[config.mk]
export PLATFORM = sky130hd
export DESIGN_NAME = snake_cmd_decoder
export DESIGN_NICKNAME = d
export VERILOG_FILES = /design/src/rtl/snake_cmd_pkg.sv /design/src/rtl/bf_pkt_parser.sv /design/src/rtl/snake_cmd_decoder.sv
export SDC_FILE = /design/constraint.sdc
export NUM_CORES = 1
export LEC_CHECK = 0
export ABC_AREA = 1
export ABC_CLOCK_PERIOD_IN_PS = 2350
export CAP_MARGIN = 20
export CELL_PAD_IN_SITES_DETAIL_PLACEMENT = 0
export CELL_PAD_IN_SITES_GLOBAL_PLACEMENT = 1
export CORE_ASPECT_RATIO = 0.9
export CORE_MARGIN = 2
export CORE_UTILIZATION = 44
export CTS_CLUSTER_SIZE = 25
export DETAILED_ROUTE_END_ITERATION = 7
export PLACE_DENSITY = 0.78
export SLEW_MARGIN = 5
export SYNTH_ARGS = -nofsm -noshare
export SYNTH_HDL_FRONTEND = slang
export SYNTH_SLANG_ARGS = --single-unit
export TNS_END_PERCENT = 20
[constraint.sdc]
create_clock -name clk -period 2.35 [get_ports clk]
set_clock_uncertainty 0.1 [all_clocks]
set_input_delay 0.235 -clock clk [delete_from_list [all_inputs] [get_ports clk]]
set_output_delay 0.235 -clock clk [all_outputs]
set_load 0.03 [all_outputs]
[src/rtl/snake_cmd_pkg.sv]
// Shared types and byte constants for the snake controller command decoder.
// Optional build macro SNAKE_NOREV_EN (used by snake_cmd_decoder) enables the
// reversal filter; the helper is_opposite() below supports it.
package snake_cmd_pkg;

    // Committed / pending snake direction, encoding fixed by the dir_out port.
    typedef enum logic [1:0] {
        UP    = 2'b00,
        DOWN  = 2'b01,
        LEFT  = 2'b10,
        RIGHT = 2'b11
    } dir_t;

    // Packet parser position: which bytes of "! B btn state chk" have been seen.
    typedef enum logic [2:0] {
        ST_IDLE      = 3'd0,
        ST_GOT_BANG  = 3'd1,
        ST_GOT_B     = 3'd2,
        ST_GOT_BTN   = 3'd3,
        ST_GOT_STATE = 3'd4
    } pstate_t;

    // Packet framing bytes.
    localparam logic [7:0] BYTE_BANG   = 8'h21;
    localparam logic [7:0] BYTE_B      = 8'h42;

    // Button codes ('1'..'8').
    localparam logic [7:0] BTN_1       = 8'h31;
    localparam logic [7:0] BTN_5       = 8'h35;
    localparam logic [7:0] BTN_6       = 8'h36;
    localparam logic [7:0] BTN_7       = 8'h37;
    localparam logic [7:0] BTN_8       = 8'h38;

    // Button state codes ('0' released, '1' pressed).
    localparam logic [7:0] STATE_REL   = 8'h30;
    localparam logic [7:0] STATE_PRESS = 8'h31;

    // A packet is good when its five bytes sum (mod 256) to this value.
    localparam logic [7:0] CHK_GOOD    = 8'hFF;

    // Direction buttons are '5'..'8'; anything else maps to RIGHT but callers
    // only use the result after checking the button is a direction button.
    function automatic dir_t btn_to_dir(input logic [7:0] btn);
        dir_t d;
        case (btn)
            BTN_5:   d = UP;
            BTN_6:   d = DOWN;
            BTN_7:   d = LEFT;
            default: d = RIGHT;
        endcase
        return d;
    endfunction

    // True when a and b point in opposite directions (snake would reverse).
    function automatic logic is_opposite(input dir_t a, input dir_t b);
        logic r;
        case (a)
            UP:      r = (b == DOWN);
            DOWN:    r = (b == UP);
            LEFT:    r = (b == RIGHT);
            default: r = (b == LEFT);
        endcase
        return r;
    endfunction

endpackage

[src/rtl/bf_pkt_parser.sv]
// Byte-stream parser for 5-byte controller packets "! B btn state chk".
// Tracks framing, accumulates the checksum and abandons a partial packet when
// the inter-byte gap reaches TIMEOUT_CYCLES. Results are strobed combinationally
// in the cycle the checksum byte arrives so the top can register them at once.
module bf_pkt_parser
    import snake_cmd_pkg::*;
#(
    parameter int TIMEOUT_CYCLES = 5000000
) (
    input  logic       clk_i,
    input  logic       rst_ni,
    input  logic       rx_valid_i,
    input  logic [7:0] rx_data_i,
    output logic       cmd_vld_o,
    output logic [7:0] cmd_btn_o,
    output logic [7:0] cmd_state_o,
    output logic       chk_err_o
);

    localparam int TW = (TIMEOUT_CYCLES > 1) ? $clog2(TIMEOUT_CYCLES) : 1;
    localparam logic [TW-1:0] TMO_LAST = TW'(TIMEOUT_CYCLES - 1);

    pstate_t       state_q, state_d;
    logic [7:0]    btn_q, btn_d;
    logic [7:0]    st_q, st_d;
    logic [7:0]    sum_q, sum_d;
    logic [TW-1:0] tmo_q, tmo_d;
    logic [7:0]    sum_with_rx;
    logic          pkt_done;
    logic          rx_is_bang;

    assign sum_with_rx = sum_q + rx_data_i;
    assign rx_is_bang  = (rx_data_i == BYTE_BANG);

    // Next-state logic: framing, byte latching, checksum and inter-byte timeout.
    always_comb begin
        state_d  = state_q;
        btn_d    = btn_q;
        st_d     = st_q;
        sum_d    = sum_q;
        tmo_d    = tmo_q;
        pkt_done = 1'b0;
        if (rx_valid_i) begin
            tmo_d = '0;
            case (state_q)
                ST_IDLE: begin
                    if (rx_is_bang) begin
                        state_d = ST_GOT_BANG;
                        sum_d   = rx_data_i;
                    end
                end
                ST_GOT_BANG: begin
                    if (rx_data_i == BYTE_B) begin
                        state_d = ST_GOT_B;
                        sum_d   = sum_with_rx;
                    end else begin
                        // An unexpected '!' may be the start of a fresh packet.
                        state_d = rx_is_bang ? ST_GOT_BANG : ST_IDLE;
                        sum_d   = rx_data_i;
                    end
                end
                ST_GOT_B: begin
                    if ((rx_data_i >= BTN_1) && (rx_data_i <= BTN_8)) begin
                        state_d = ST_GOT_BTN;
                        btn_d   = rx_data_i;
                        sum_d   = sum_with_rx;
                    end else begin
                        state_d = rx_is_bang ? ST_GOT_BANG : ST_IDLE;
                        sum_d   = rx_data_i;
                    end
                end
                ST_GOT_BTN: begin
                    if ((rx_data_i == STATE_REL) || (rx_data_i == STATE_PRESS)) begin
                        state_d = ST_GOT_STATE;
                        st_d    = rx_data_i;
                        sum_d   = sum_with_rx;
                    end else begin
                        state_d = rx_is_bang ? ST_GOT_BANG : ST_IDLE;
                        sum_d   = rx_data_i;
                    end
                end
                ST_GOT_STATE: begin
                    // Any byte here is the checksum; the packet ends either way.
                    state_d  = ST_IDLE;
                    pkt_done = 1'b1;
                end
                default: state_d = ST_IDLE;
            endcase
        end else if (state_q != ST_IDLE) begin
            if (tmo_q == TMO_LAST) begin
                state_d = ST_IDLE;
                tmo_d   = '0;
            end else begin
                tmo_d = tmo_q + 1'b1;
            end
        end else begin
            tmo_d = '0;
        end
    end

    // Parser state registers.
    always_ff @(posedge clk_i or negedge rst_ni) begin
        if (!rst_ni) begin
            state_q <= ST_IDLE;
            btn_q   <= '0;
            st_q    <= '0;
            sum_q   <= '0;
            tmo_q   <= '0;
        end else begin
            state_q <= state_d;
            btn_q   <= btn_d;
            st_q    <= st_d;
            sum_q   <= sum_d;
            tmo_q   <= tmo_d;
        end
    end

    assign cmd_vld_o   = pkt_done && (sum_with_rx == CHK_GOOD);
    assign chk_err_o   = pkt_done && (sum_with_rx != CHK_GOOD);
    assign cmd_btn_o   = btn_q;
    assign cmd_state_o = st_q;

endmodule

[src/rtl/snake_cmd_decoder.sv]
// Snake game command decoder: turns controller packets from a UART byte stream
// into a pending direction (committed on each game tick), pause pulses and a
// saturating checksum-error count.
// Build macro SNAKE_NOREV_EN: when defined, directions equal or opposite to the
// committed direction are dropped instead of becoming pending.
module snake_cmd_decoder
    import snake_cmd_pkg::*;
#(
    parameter int TIMEOUT_CYCLES = 5000000
) (
    input  logic       clk,
    input  logic       reset_n,
    input  logic       rx_valid,
    input  logic [7:0] rx_data,
    input  logic       tick,
    output logic [1:0] dir_out,
    output logic       dir_valid,
    output logic       pause_pulse,
    output logic [7:0] err_cnt
);

    logic       cmd_vld;
    logic [7:0] cmd_btn;
    logic [7:0] cmd_state;
    logic       chk_err;

    bf_pkt_parser #(
        .TIMEOUT_CYCLES(TIMEOUT_CYCLES)
    ) u_parser (
        .clk_i       (clk),
        .rst_ni      (reset_n),
        .rx_valid_i  (rx_valid),
        .rx_data_i   (rx_data),
        .cmd_vld_o   (cmd_vld),
        .cmd_btn_o   (cmd_btn),
        .cmd_state_o (cmd_state),
        .chk_err_o   (chk_err)
    );

    dir_t       dir_q, dir_d;
    dir_t       pend_q, pend_d;
    logic       pend_vld_q, pend_vld_d;
    logic       dir_valid_q;
    logic       pause_q, pause_d;
    logic [7:0] err_q, err_d;

    logic       is_press;
    logic       is_dir_btn;
    dir_t       new_dir;
    logic       dir_ok;
    logic       load;

    assign is_press   = (cmd_state == STATE_PRESS);
    assign is_dir_btn = (cmd_btn >= BTN_5) && (cmd_btn <= BTN_8);
    assign new_dir    = btn_to_dir(cmd_btn);
    assign load       = tick && pend_vld_q;

`ifdef SNAKE_NOREV_EN
    // Compare against the direction committed before this edge.
    assign dir_ok = (new_dir != dir_q) && !is_opposite(new_dir, dir_q);
`else
    assign dir_ok = 1'b1;
`endif

    // Tick commits the old pending value first; a command completing in the
    // same cycle then becomes the new pending value.
    always_comb begin
        dir_d      = dir_q;
        pend_d     = pend_q;
        pend_vld_d = pend_vld_q;
        if (load) begin
            dir_d      = pend_q;
            pend_vld_d = 1'b0;
        end
        if (cmd_vld && is_press && is_dir_btn && dir_ok) begin
            pend_d     = new_dir;
            pend_vld_d = 1'b1;
        end
    end

    // Pause request and saturating checksum-error count.
    always_comb begin
        pause_d = cmd_vld && is_press && (cmd_btn == BTN_1);
        err_d   = err_q;
        if (chk_err && (err_q != 8'hFF)) begin
            err_d = err_q + 8'd1;
        end
    end

    // Output and pending registers.
    always_ff @(posedge clk or negedge reset_n) begin
        if (!reset_n) begin
            dir_q       <= RIGHT;
            pend_q      <= RIGHT;
            pend_vld_q  <= 1'b0;
            dir_valid_q <= 1'b0;
            pause_q     <= 1'b0;
            err_q       <= '0;
        end else begin
            dir_q       <= dir_d;
            pend_q      <= pend_d;
            pend_vld_q  <= pend_vld_d;
            dir_valid_q <= load;
            pause_q     <= pause_d;
            err_q       <= err_d;
        end
    end

    assign dir_out     = dir_q;
    assign dir_valid   = dir_valid_q;
    assign pause_pulse = pause_q;
    assign err_cnt     = err_q;

endmodule

* Word level (Yosys, flattened, before mapping)
Cells that the tools add are included.
** Word-level totals
- Register bits after elaboration :: 65
- Input bits :: 12
- Output and inout bits :: 12
- Word-level logic and storage cells :: 79
** Cells by class
- Add/sub/neg operators :: 3
- Order comparisons :: 4
- Eq/ne operators :: 19
- Multiplexer cells :: 22
- Reductions and logical operators :: 20
** Operators with widths (number)
- 2-to-1 mux 23 bit :: 3
- equality test 8 x 6 -> 1 bit, second input constant :: 8
- 2-to-1 mux 8 bit :: 4
- one-hot mux 8 bit (4 select lines) :: 1
- adder 23 x 1 -> 23 bit, second input constant :: 1
- equality test 23 bit, second input constant :: 1
- 2-to-1 mux 3 bit :: 7
- greater-or-equal comparator 8 x 6 -> 1 bit, second input constant :: 2
- <= comparator 8 x 6 -> 1 bit, second input constant :: 2
- != test 8 bit, second input constant :: 2
- one-hot mux 3 bit (4 select lines) :: 1
- AND reduction 3 bit :: 4
- logical AND 1 bit :: 9
- adder 8 x 1 -> 8 bit, second input constant :: 1
- adder 8 bit :: 1
- equality test 8 x 7 -> 1 bit, second input constant :: 1
- equality test 8 bit, second input constant :: 1
- equality test 3 x 2 -> 1 bit, second input constant :: 2
- one-hot mux 2 bit (3 select lines) :: 1
- nonzero test 2 bit :: 3
- 2-to-1 mux 1 bit :: 5
- nonzero test 4 bit :: 1
- equality test 3 x 1 -> 1 bit, second input constant :: 1
- equality test 3 bit, second input constant :: 1
- 5 further kinds :: 5

* Logic depth before layout (Yosys ltp)
Gate-level depths: netlist of the first run.
- Word-level depth :: 7
- Mapped depth :: 15
- Mapped depth without buffers :: 15

* Cells and area by module
A second synthesis of the first run with hierarchy kept.
** Second synthesis, totals
- Cells, all modules :: 565
- Area, all modules :: 4088.9 µm²
** By module, submodules not included
- bf_pkt_parser :: instances 1, cells each 428, area an instance 3155.5 µm², seq. area each 1251.2 µm²
- snake_cmd_decoder :: instances 1, cells each 137, area an instance 933.4 µm², seq. area each 380.4 µm²

* Worst setup path before layout of the first run
OpenSTA, ideal clock, no wires.
- Path kind :: reg2reg
- From :: register u_parser.sum_q[0]
- To :: register pend_q[1]
- Library setup time :: 0.072 ns
- Arrival time :: 1.937 ns
- Data required time :: 2.178 ns
- Setup slack :: 0.241 ns
- Cell stages (with the launch flop) :: 13
- Path buffers :: 0
- Clock period less this slack :: 2.109 ns
- Cell sequence :: dfrtp_1 ha_1 fa_1 xor2_1 nand3_1 nor2_2 nand2_2 nor2_4 nand4_1 nor2_2 nand2_1 nand2_1 inv_1
** Between the ends
- Longest elaborated chain between the ends :: 5
** Ends and longest elaborated chain
- start: declaration :: line bf_pkt_parser.sv:26 : logic [7:0] sum_q, sum_d;
- start signal: assignment :: line bf_pkt_parser.sv:113 : sum_q <= sum_d;
- adder 8 bit :: line bf_pkt_parser.sv:32 : assign sum_with_rx = sum_q + rx_data_i;
- equality test 8 bit :: line bf_pkt_parser.sv:118 : assign cmd_vld_o = pkt_done && (sum_with_rx == CHK_GOOD);
- logical AND 1 bit :: line bf_pkt_parser.sv:118
- logical AND 1 bit (2 in series) :: line snake_cmd_decoder.sv:75 : if (cmd_vld && is_press && is_dir_btn && dir_ok) begin
- end signal: assignment :: line snake_cmd_decoder.sv:101 : pend_q <= pend_d;
- end: declaration :: line snake_cmd_decoder.sv:41 : dir_t pend_q, pend_d;
Every way passes these cells.
A chain may end at the register's enable or synchronous reset.

* Worst setup path in the final report of the first run
Ends and elaborated chain as after synthesis.

==> results of run 1 <==
==> layer usage <==
| metal | up-vias | track usage [%] | routed length [µm] | share of wire (%) |
|---|---|---|---|---|
| li1 | 1807 | - | - | - |
| met1 | 1629 | 30.42 | 4700 | 52 |
| met2 | 55 | 32.02 | 3962 | 44 |
| met3 | 10 | 5.107 | 324 | 3.6 |
| met4 | 0 | 5.000 | 92 | 1.0 |
| met5 | - | 0 | 0 | 0 |
==> power by group <==
| part | internal (µW) | switching [µW] |
|---|---|---|
| registers | 1210 | 66.5 |
| clock network | 602 | 465 |
| logic | 690 | 897 |
| total | 2500 | 1430 |
==> path summary, 6_finish.rpt <==
check	startpoint	end
hold / removal	reset_n	u_parser.cmd_btn_o[7]$_DFFE_PN0P_
setup / recovery	u_parser.sum_q[0]$_DFFE_PN0P_	pend_q[1]$_DFFE_PN1P_
max in group asynchronous	reset_n	u_parser.sum_q[5]$_DFFE_PN0P_
min in group clk	u_parser.cmd_btn_o[5]$_DFFE_PN0P_	u_parser.cmd_btn_o[5]$_DFFE_PN0P_
setup reg to reg	u_parser.sum_q[0]$_DFFE_PN0P_	pend_q[1]$_DFFE_PN1P_
hold reg to reg	u_parser.cmd_btn_o[5]$_DFFE_PN0P_	u_parser.cmd_btn_o[5]$_DFFE_PN0P_
==> layout make-up <==
| type | instances | area [µm²] |
|---|---|---|
| clock inverter | 6 | 90.09 |
| tap | 119 | 148.9 |
| multi-input combinational | 360 | 1916 |
| clock buffer | 10 | 127.6 |
| sequential | 65 | 1632 |
| fill | 829 | 3716 |
| timing repair buffer | 67 | 558.0 |
| inverter | 80 | 300.3 |
==> cell families after synthesis <==
logic type / after synthesis
and+or+nand+nor: 286
xor gates and xnor gates: 16
AOI/OAI and AO/OA: 48
adders and majority gates: 10
buffers and inverters: 84
DFF: 65
==> worst reg2reg max path: stages, from the launching register on <==
cell                      delay [ns]
sky130_fd_sc_hd__dfrtp_1        0.42
sky130_fd_sc_hd__ha_4           0.18
sky130_fd_sc_hd__fa_2           0.40
sky130_fd_sc_hd__nand2_2        0.10
sky130_fd_sc_hd__nand2_4        0.06
sky130_fd_sc_hd__nand3_2        0.07
sky130_fd_sc_hd__nand2_2        0.07
sky130_fd_sc_hd__nor2_4         0.12
sky130_fd_sc_hd__nand2_2        0.07
sky130_fd_sc_hd__nor2_4         0.15
sky130_fd_sc_hd__nand4_1        0.15
sky130_fd_sc_hd__nor2_2         0.15
sky130_fd_sc_hd__nand2_1        0.06
sky130_fd_sc_hd__nand2_1        0.06
sky130_fd_sc_hd__inv_1          0.04
==> cell usage in the layout, fill, tap and decap left out, types with 2 or more instances in the layout <==
cell                              count
sky130_fd_sc_hd__nand2_1            111
sky130_fd_sc_hd__inv_1               79
sky130_fd_sc_hd__dfrtp_1             61
sky130_fd_sc_hd__nor2_1              60
sky130_fd_sc_hd__buf_4               43
sky130_fd_sc_hd__nand3_1             38
sky130_fd_sc_hd__o21ai_0             24
sky130_fd_sc_hd__clkdlybuf4s50_1     22
sky130_fd_sc_hd__nor3_1              21
sky130_fd_sc_hd__nand4_1             17
sky130_fd_sc_hd__a21oi_1             14
sky130_fd_sc_hd__clkbuf_8             9
sky130_fd_sc_hd__xor2_1               8
sky130_fd_sc_hd__nand2_2              8
sky130_fd_sc_hd__ha_1                 8
sky130_fd_sc_hd__xnor2_1              7
sky130_fd_sc_hd__nor4_1               6
sky130_fd_sc_hd__nor3b_1              5
sky130_fd_sc_hd__nor2_2               4
sky130_fd_sc_hd__dfstp_2              4
sky130_fd_sc_hd__nor2_4               3
sky130_fd_sc_hd__a31oi_1              3
sky130_fd_sc_hd__o211ai_1             2
sky130_fd_sc_hd__nand3_4              2
sky130_fd_sc_hd__nand3_2              2
sky130_fd_sc_hd__nand3b_1             2
sky130_fd_sc_hd__or2_2                2
sky130_fd_sc_hd__a2bb2oi_1            2
sky130_fd_sc_hd__bufinv_16            2
==> registers in the layout (all words and copies together), names as in the netlist <==
| name | cells |
|---|---|
| dir_out | 2 |
| err_cnt | 8 |
| u_parser.cmd_btn_o | 8 |
| u_parser.sum_q | 8 |
| u_parser.cmd_state_o | 8 |
| pause_pulse | 1 |
| pend_vld_q | 1 |
| dir_valid | 1 |
| u_parser.tmo_q | 23 |
| u_parser.state_q | 3 |
| pend_q | 2 |
==> synth_stat cells <==
cell	number
sky130_fd_sc_hd__a21o_1	1
sky130_fd_sc_hd__a21oi_1	14
sky130_fd_sc_hd__a22o_1	1
sky130_fd_sc_hd__a2bb2oi_1	2
sky130_fd_sc_hd__a31oi_1	3
sky130_fd_sc_hd__and3_1	1
sky130_fd_sc_hd__buf_2	3
sky130_fd_sc_hd__buf_4	1
sky130_fd_sc_hd__dfrtp_1	61
sky130_fd_sc_hd__dfstp_2	4
sky130_fd_sc_hd__fa_1	1
sky130_fd_sc_hd__ha_1	9
sky130_fd_sc_hd__inv_1	79
sky130_fd_sc_hd__inv_2	1
sky130_fd_sc_hd__nand2_1	116
sky130_fd_sc_hd__nand2_2	4
sky130_fd_sc_hd__nand3_1	40
sky130_fd_sc_hd__nand3_2	1
sky130_fd_sc_hd__nand3_4	1
sky130_fd_sc_hd__nand3b_1	2
sky130_fd_sc_hd__nand4_1	17
sky130_fd_sc_hd__nand4_2	1
sky130_fd_sc_hd__nor2_1	60
sky130_fd_sc_hd__nor2_2	5
sky130_fd_sc_hd__nor2_4	2
sky130_fd_sc_hd__nor2b_1	1
sky130_fd_sc_hd__nor3_1	21
sky130_fd_sc_hd__nor3_2	1
sky130_fd_sc_hd__nor3b_1	5
sky130_fd_sc_hd__nor4_1	6
sky130_fd_sc_hd__o211ai_1	2
sky130_fd_sc_hd__o21ai_0	24
sky130_fd_sc_hd__o22ai_1	1
sky130_fd_sc_hd__or2_2	2
sky130_fd_sc_hd__xnor2_1	7
sky130_fd_sc_hd__xor2_1	9
==> stage by stage <==
stage / std cells / setup slack, ns / hold slack (ns) / TNS (ns) / utilization, %
finish: 707 / 0.1111 / 0.3321 / 0 / 56.22
global route: 707 / -0.07279 / 0.3678 / -0.1613 / 56.22
CTS: 705 / 0.02758 / 0.3222 / 0 / 55.31
detailed placement: 688 / -0.2885 / 0.1743 / -3.030 / 52.62
global placement: 688 / -0.2037 / 0.1699 / -2.035 / 52.62
floorplan: 509 / 0.2405 / -0.1606 / 0 / -
==> what timing repair did <==
| action | in CTS | in global routing |
|---|---|---|
| endpoints found under the setup margin | 0 | 13 |
| setup buffers | 0 | 2 |
| resized for setup | 0 | 14 |
| hold buffers | 1 | 0 |
| endpoints found under the hold margin | 61 | 0 |
==> flow_summary.toml, run 1 <==
[synthesis]
netlist_instances = 509
synthesis.area_um2 = 3807
share_of_cell_area_taken_by_muxes_after_synthesis_pct = 0
synth_area_per_cell_um2 = 7.480
synth.area.top_cells = "sky130_fd_sc_hd__dfrtp_1, sky130_fd_sc_hd__nand2_1, sky130_fd_sc_hd__inv_1"
yosysUniqueCellTypes = 36
yosysWarnings = 0
synth_fa_ha_area_share_pct = 3.483
synth_seq_cells = 65
post_synthesis_sequential_area_ratio_pct = 42.85
post_synth_and_or_nand_nor_area_fraction_pct = 34.57
yosys.area.top_type_share_pct = 40.09
synth_area_leader_cell = "sky130_fd_sc_hd__dfrtp_1"
synth_compound_gate_area_share_pct = 6.934
synth_top_family_by_area = "simple AND/OR/NAND/NOR gates"
synthXorXnorAreaFrac_pct = 3.681
synth_fp_nets = 531

[setup_path]
worstPathCellList = "ha_4 > fa_2 > nand2_2 > nand2_4 > nand3_2 > nand2_2 > nor2_4 > nand2_2 > nor2_4 > nand4_1 > nor2_2 > nand2_1 > nand2_1 > inv_1"
crit_path_top_delay_cell = "sky130_fd_sc_hd__dfrtp_1"
cp.arrival_ns = 2.43
required_ns = 2.54
critical_path.max_stage_delay_ns = 0.42
crit_path_end_kind = "register"
worst-path-stages = 14
worst_r2r_path_depth = 14
reg2reg_slack_ns = 0.11
critical-path-top-delay-family = "simple AND/OR/NAND/NOR gates"
criticalPathCategory = "register to register"
timing.critical_path.buf_inv = 1
timing.critical_path.fanout_max = 3
critical-path-top-cell-by-count = "sky130_fd_sc_hd__nand2_2"
cp-start-kind = "register"

[die]
initial_utilization_pct = 44.86
placement_rows = 32
design.core.area_um2 = 8488
floorplan.io_pins = 24
die_width_um = 102.1
total_die_area_um2 = 9415
floorplan.die.height_um = 92.25

[drt]
average_routed_wire_per_standard_cell_um = 12.84
wl_um = 9080
ant_nets = 0
remaining_drc_errors = 0
drt-initial-drc-count = 152
detailroute.via_count = 3501
drtPass1Iterations = 4
detail_route.vias_per_cell = 4.952

[cells_and_area]
syn_to_final_growth_pct = 25.34
antenna_cells = 0
postLayoutCellArea_um2 = 4772
final_net_count = 605
layout_cell_share_with_drive_strength_beyond_1_pct = 15.48

[sta]
slew_viol_final = 0
tightestPinTransition_ns = 0.4781
rsz0062_at_grt = "yes"
portion_of_the_clock_cycle_consumed_by_the_worst_path_in_the_final_layout_pct = 95.27
report.final.setup_viol = 0
post-route-min-period_ns = 2.239
final_hold_viol_count = 0
relSlewSlack_pct = 68.13
max_freq_mhz = 446.7

[min_path]
worstHoldPathType = "input pin to asynchronous set/reset pin"

[global_route]
antenna_violations_before_repair = 0
global_route.overflow_total = 0
number_of_global_route_vias_before_repair = 3477
gr-usage-all-layers_pct = 21.13
grt_first_pass_wirelength_um = 15860
largest_net_degree_at_the_start_of_global_routing = 38

[place]
place.gp.congestion = 0.8690
port_buffers = 23
placedInstanceArea_um2 = 4467
dp_hpwl_um = 7001

[clocking]
clock_tree.buffer_depth = 2
cts_clk_pin_slew_worst_paths_ns = 0.09
clock_tree.root_cell = "sky130_fd_sc_hd__clkbuf_8"
clk-insertion-delay-late_ns = 0.35
htree_num_levels = 3
number_of_cts_inserted_buffers = 9
numClockSinks = 65
tritoncts_clock_tree = "done"

[pwr]
fin_total_pwr_uw = 3926
total_leakage_power_uw = 0.002281
vdd_ir_drop_max_uv = 467.3
power_density_nw_per_um2 = 822.7

[outcome]
outcome = "complete, no violations"

[run]
drv_cap = 0
Note: power is estimated with default switching activity, not from simulation.
==> inputs of run 2 (changes only) <==
--- a/config.mk
+++ b/config.mk
@@ -16,7 +16,7 @@
 export CTS_CLUSTER_SIZE = 25
 export DETAILED_ROUTE_END_ITERATION = 7
 export PLACE_DENSITY = 0.78
-export SLEW_MARGIN = 5
+export SLEW_MARGIN = 25
 export SYNTH_ARGS = -nofsm -noshare
 export SYNTH_HDL_FRONTEND = slang
 export SYNTH_SLANG_ARGS = --single-unit
==> results of run 2 <==
Same layout as run 1: the final DEF is identical, and so are final timing and power.
==> inputs of run 3 (changes only) <==
--- a/config.mk
+++ b/config.mk
@@ -15,7 +15,7 @@
 export CORE_UTILIZATION = 44
 export CTS_CLUSTER_SIZE = 25
 export DETAILED_ROUTE_END_ITERATION = 7
-export PLACE_DENSITY = 0.78
+export PLACE_DENSITY_LB_ADDON = 0.1
 export SLEW_MARGIN = 25
 export SYNTH_ARGS = -nofsm -noshare
 export SYNTH_HDL_FRONTEND = slang
==> flow_summary.toml, run 3 (same netlist as run 1, synthesis figures left out) <==
[outcome]
outcome = "complete, no violations"

[sta]
rsz0062_at_grt = "yes"
timing.final.ws_setup_ns = 0.08781
post-route-min-period_ns = 2.262
slew_viol_final = 0
max_freq_mhz = 442.0
portion_of_the_clock_cycle_consumed_by_the_worst_path_in_the_final_layout_pct = 96.26
fin_hold_ws_ns = 0.3580
report.final.setup_viol = 0
tightestPinTransition_ns = 0.6807
final_hold_viol_count = 0
relSlewSlack_pct = 54.62

[drt]
detailroute.via_count = 3452
remaining_drc_errors = 0
detail_route.vias_per_cell = 4.896
average_routed_wire_per_standard_cell_um = 12.88
drtPass1Iterations = 4
ant_nets = 0
wl_um = 9080
drt-initial-drc-count = 152

[pwr]
vdd_ir_drop_max_uv = 531.7
total_leakage_power_uw = 0.002274
power_density_nw_per_um2 = 820.9

[min_path]
worstHoldPathType = "register to register"
hold_path_depth = 2
hold-path-endpoint = "u_parser.cmd_btn_o[4]$_DFFE_PN0P_"
min-delay-start = "u_parser.cmd_btn_o[4]$_DFFE_PN0P_"

[cells_and_area]
postLayoutCellArea_um2 = 4757
n_fill_cell = 844
largest_reg_flops = 23
mostFrequentLayoutCells = "sky130_fd_sc_hd__nand2_1, sky130_fd_sc_hd__inv_1, sky130_fd_sc_hd__dfrtp_1"
final_net_count = 603
regMostFlops = "u_parser.tmo_q"
final_common_cell = "sky130_fd_sc_hd__nand2_1"
layout_cell_share_with_drive_strength_beyond_1_pct = 15.19
syn_to_final_growth_pct = 24.94
antenna_cells = 0

[clocking]
clock_tree.root_cell = "sky130_fd_sc_hd__clkbuf_8"
numClockSinks = 65
clock_tree.buffer_depth = 2
clk-insertion-delay-late_ns = 0.34
htree_num_levels = 3
number_of_cts_inserted_buffers = 9
tritoncts_clock_tree = "done"
cts_clk_pin_slew_worst_paths_ns = 0.08

[die]
initial_utilization_pct = 44.86
floorplan.die.height_um = 92.25
floorplan.io_pins = 24
die_width_um = 102.1
design.core.area_um2 = 8488
placement_rows = 32
total_die_area_um2 = 9415

[place]
port_buffers = 23
detailedPlace.worstSlack_ns = -0.3058
placedInstanceArea_um2 = 4464
dp_hpwl_um = 6996
place.gp.congestion = 0.8368

[run]
drv_cap = 0

[setup_path]
required_ns = 2.54
cp-start-kind = "register"
critical-path-top-cell-by-count = "sky130_fd_sc_hd__nand2_2"
timing.critical_path.fanout_max = 3
timing.critical_path.buf_inv = 0
worst_r2r_path_depth = 13
r2r_start = "u_parser.sum_q[0]$_DFFE_PN0P_"
critical_path.reg2reg.endpoint = "pend_q[0]$_DFFE_PN1P_"
crit_path_top_delay_cell = "sky130_fd_sc_hd__dfrtp_1"
criticalPathCategory = "register to register"
reg2reg_slack_ns = 0.09
crit_path_end_kind = "register"
critical-path-top-delay-family = "simple AND/OR/NAND/NOR gates"
cp.arrival_ns = 2.45
worstPathCellList = "ha_4 > fa_2 > nand2_2 > nand2_2 > nand3_1 > nand2_1 > nor2_2 > nand2_2 > nor2_4 > nand4_1 > nor2_2 > nand3_1 > nand2_1"
critical_path.max_stage_delay_ns = 0.42

[global_route]
grt_first_pass_wirelength_um = 15660
number_of_global_route_vias_before_repair = 3349
antenna_violations_before_repair = 0
global_route.overflow_total = 0
gr-usage-all-layers_pct = 21.17
largest_net_degree_at_the_start_of_global_routing = 33
==> run 3: how the worst max path moves through the flow <==
stage	cells after the start	slack (ns)	to	from
after floorplan	12	0.24	pend_q[1]$_DFFE_PN1P_	u_parser.sum_q[0]$_DFFE_PN0P_
after global placement	15	-0.20	pend_q[1]$_DFFE_PN1P_	rx_data[0]
after detailed placement	13	-0.31	err_cnt[5]$_DFFE_PN0P_	rx_data[0]
after CTS	13	0.06	pend_q[0]$_DFFE_PN1P_	u_parser.sum_q[0]$_DFFE_PN0P_
after global routing	14	-0.07	pend_q[1]$_DFFE_PN1P_	u_parser.sum_q[0]$_DFFE_PN0P_
final	13	0.09	pend_q[0]$_DFFE_PN1P_	u_parser.sum_q[0]$_DFFE_PN0P_
==> run 3: through the flow <==
step	power (µW)	instances	util [%]	setup TNS [ns]
finish	3905	705	56.04	0
global route	4212	705	56.04	-0.1626
CTS	3865	703	55.42	0
detailed placement	2736	686	52.59	-3.260
global placement	2715	686	52.59	-2.080
floorplan	2089	509	-	0
==> run 3: final cells by class <==
cell class	instances	area (µm²)	area share [%]
Clock buffer	10	137.6	2.893
Clock inverter	6	90.09	1.894
Inverter	80	300.3	6.312
Multi-Input combinational cell	360	1893	39.79
Sequential cell	65	1632	34.30
Tap cell	119	148.9	3.130
Timing Repair Buffer	65	555.5	11.68
==> run 3: repair_timing <==
| action | 4_1_cts | 5_1_grt |
|---|---|---|
| hold buffers | 1 | 0 |
| resized for setup | 1 | 9 |
| buffers inserted | 0 | 2 |
| endpoints found under the hold margin | 25 | 0 |
| pin swaps | 0 | 9 |
| cloned | 0 | 0 |
| endpoints found under the setup margin | 1 | 12 |
==> run 3: metal layers <==
layer,share of wire (%),global-route usage (%),vias up
li1,-,-,1796
met1,53,30.58,1600
met2,43,32.35,48
met3,3.0,4.649,8
met4,0.97,4.889,0
met5,0,0,-
==> run 3: power by group <==
group,switching (µW),internal [µW]
registers,68.0,1210
clock network,469,630
logic,857,675
total,1390,2510
==> run 3: tightest hold or removal path: cells and delay by family (launching register included) <==
family | cells | cell delay [ns]
DFF | 1 | 0.33
buffers and inverters | 1 | 0.05
and+or+nand+nor | 1 | 0.05
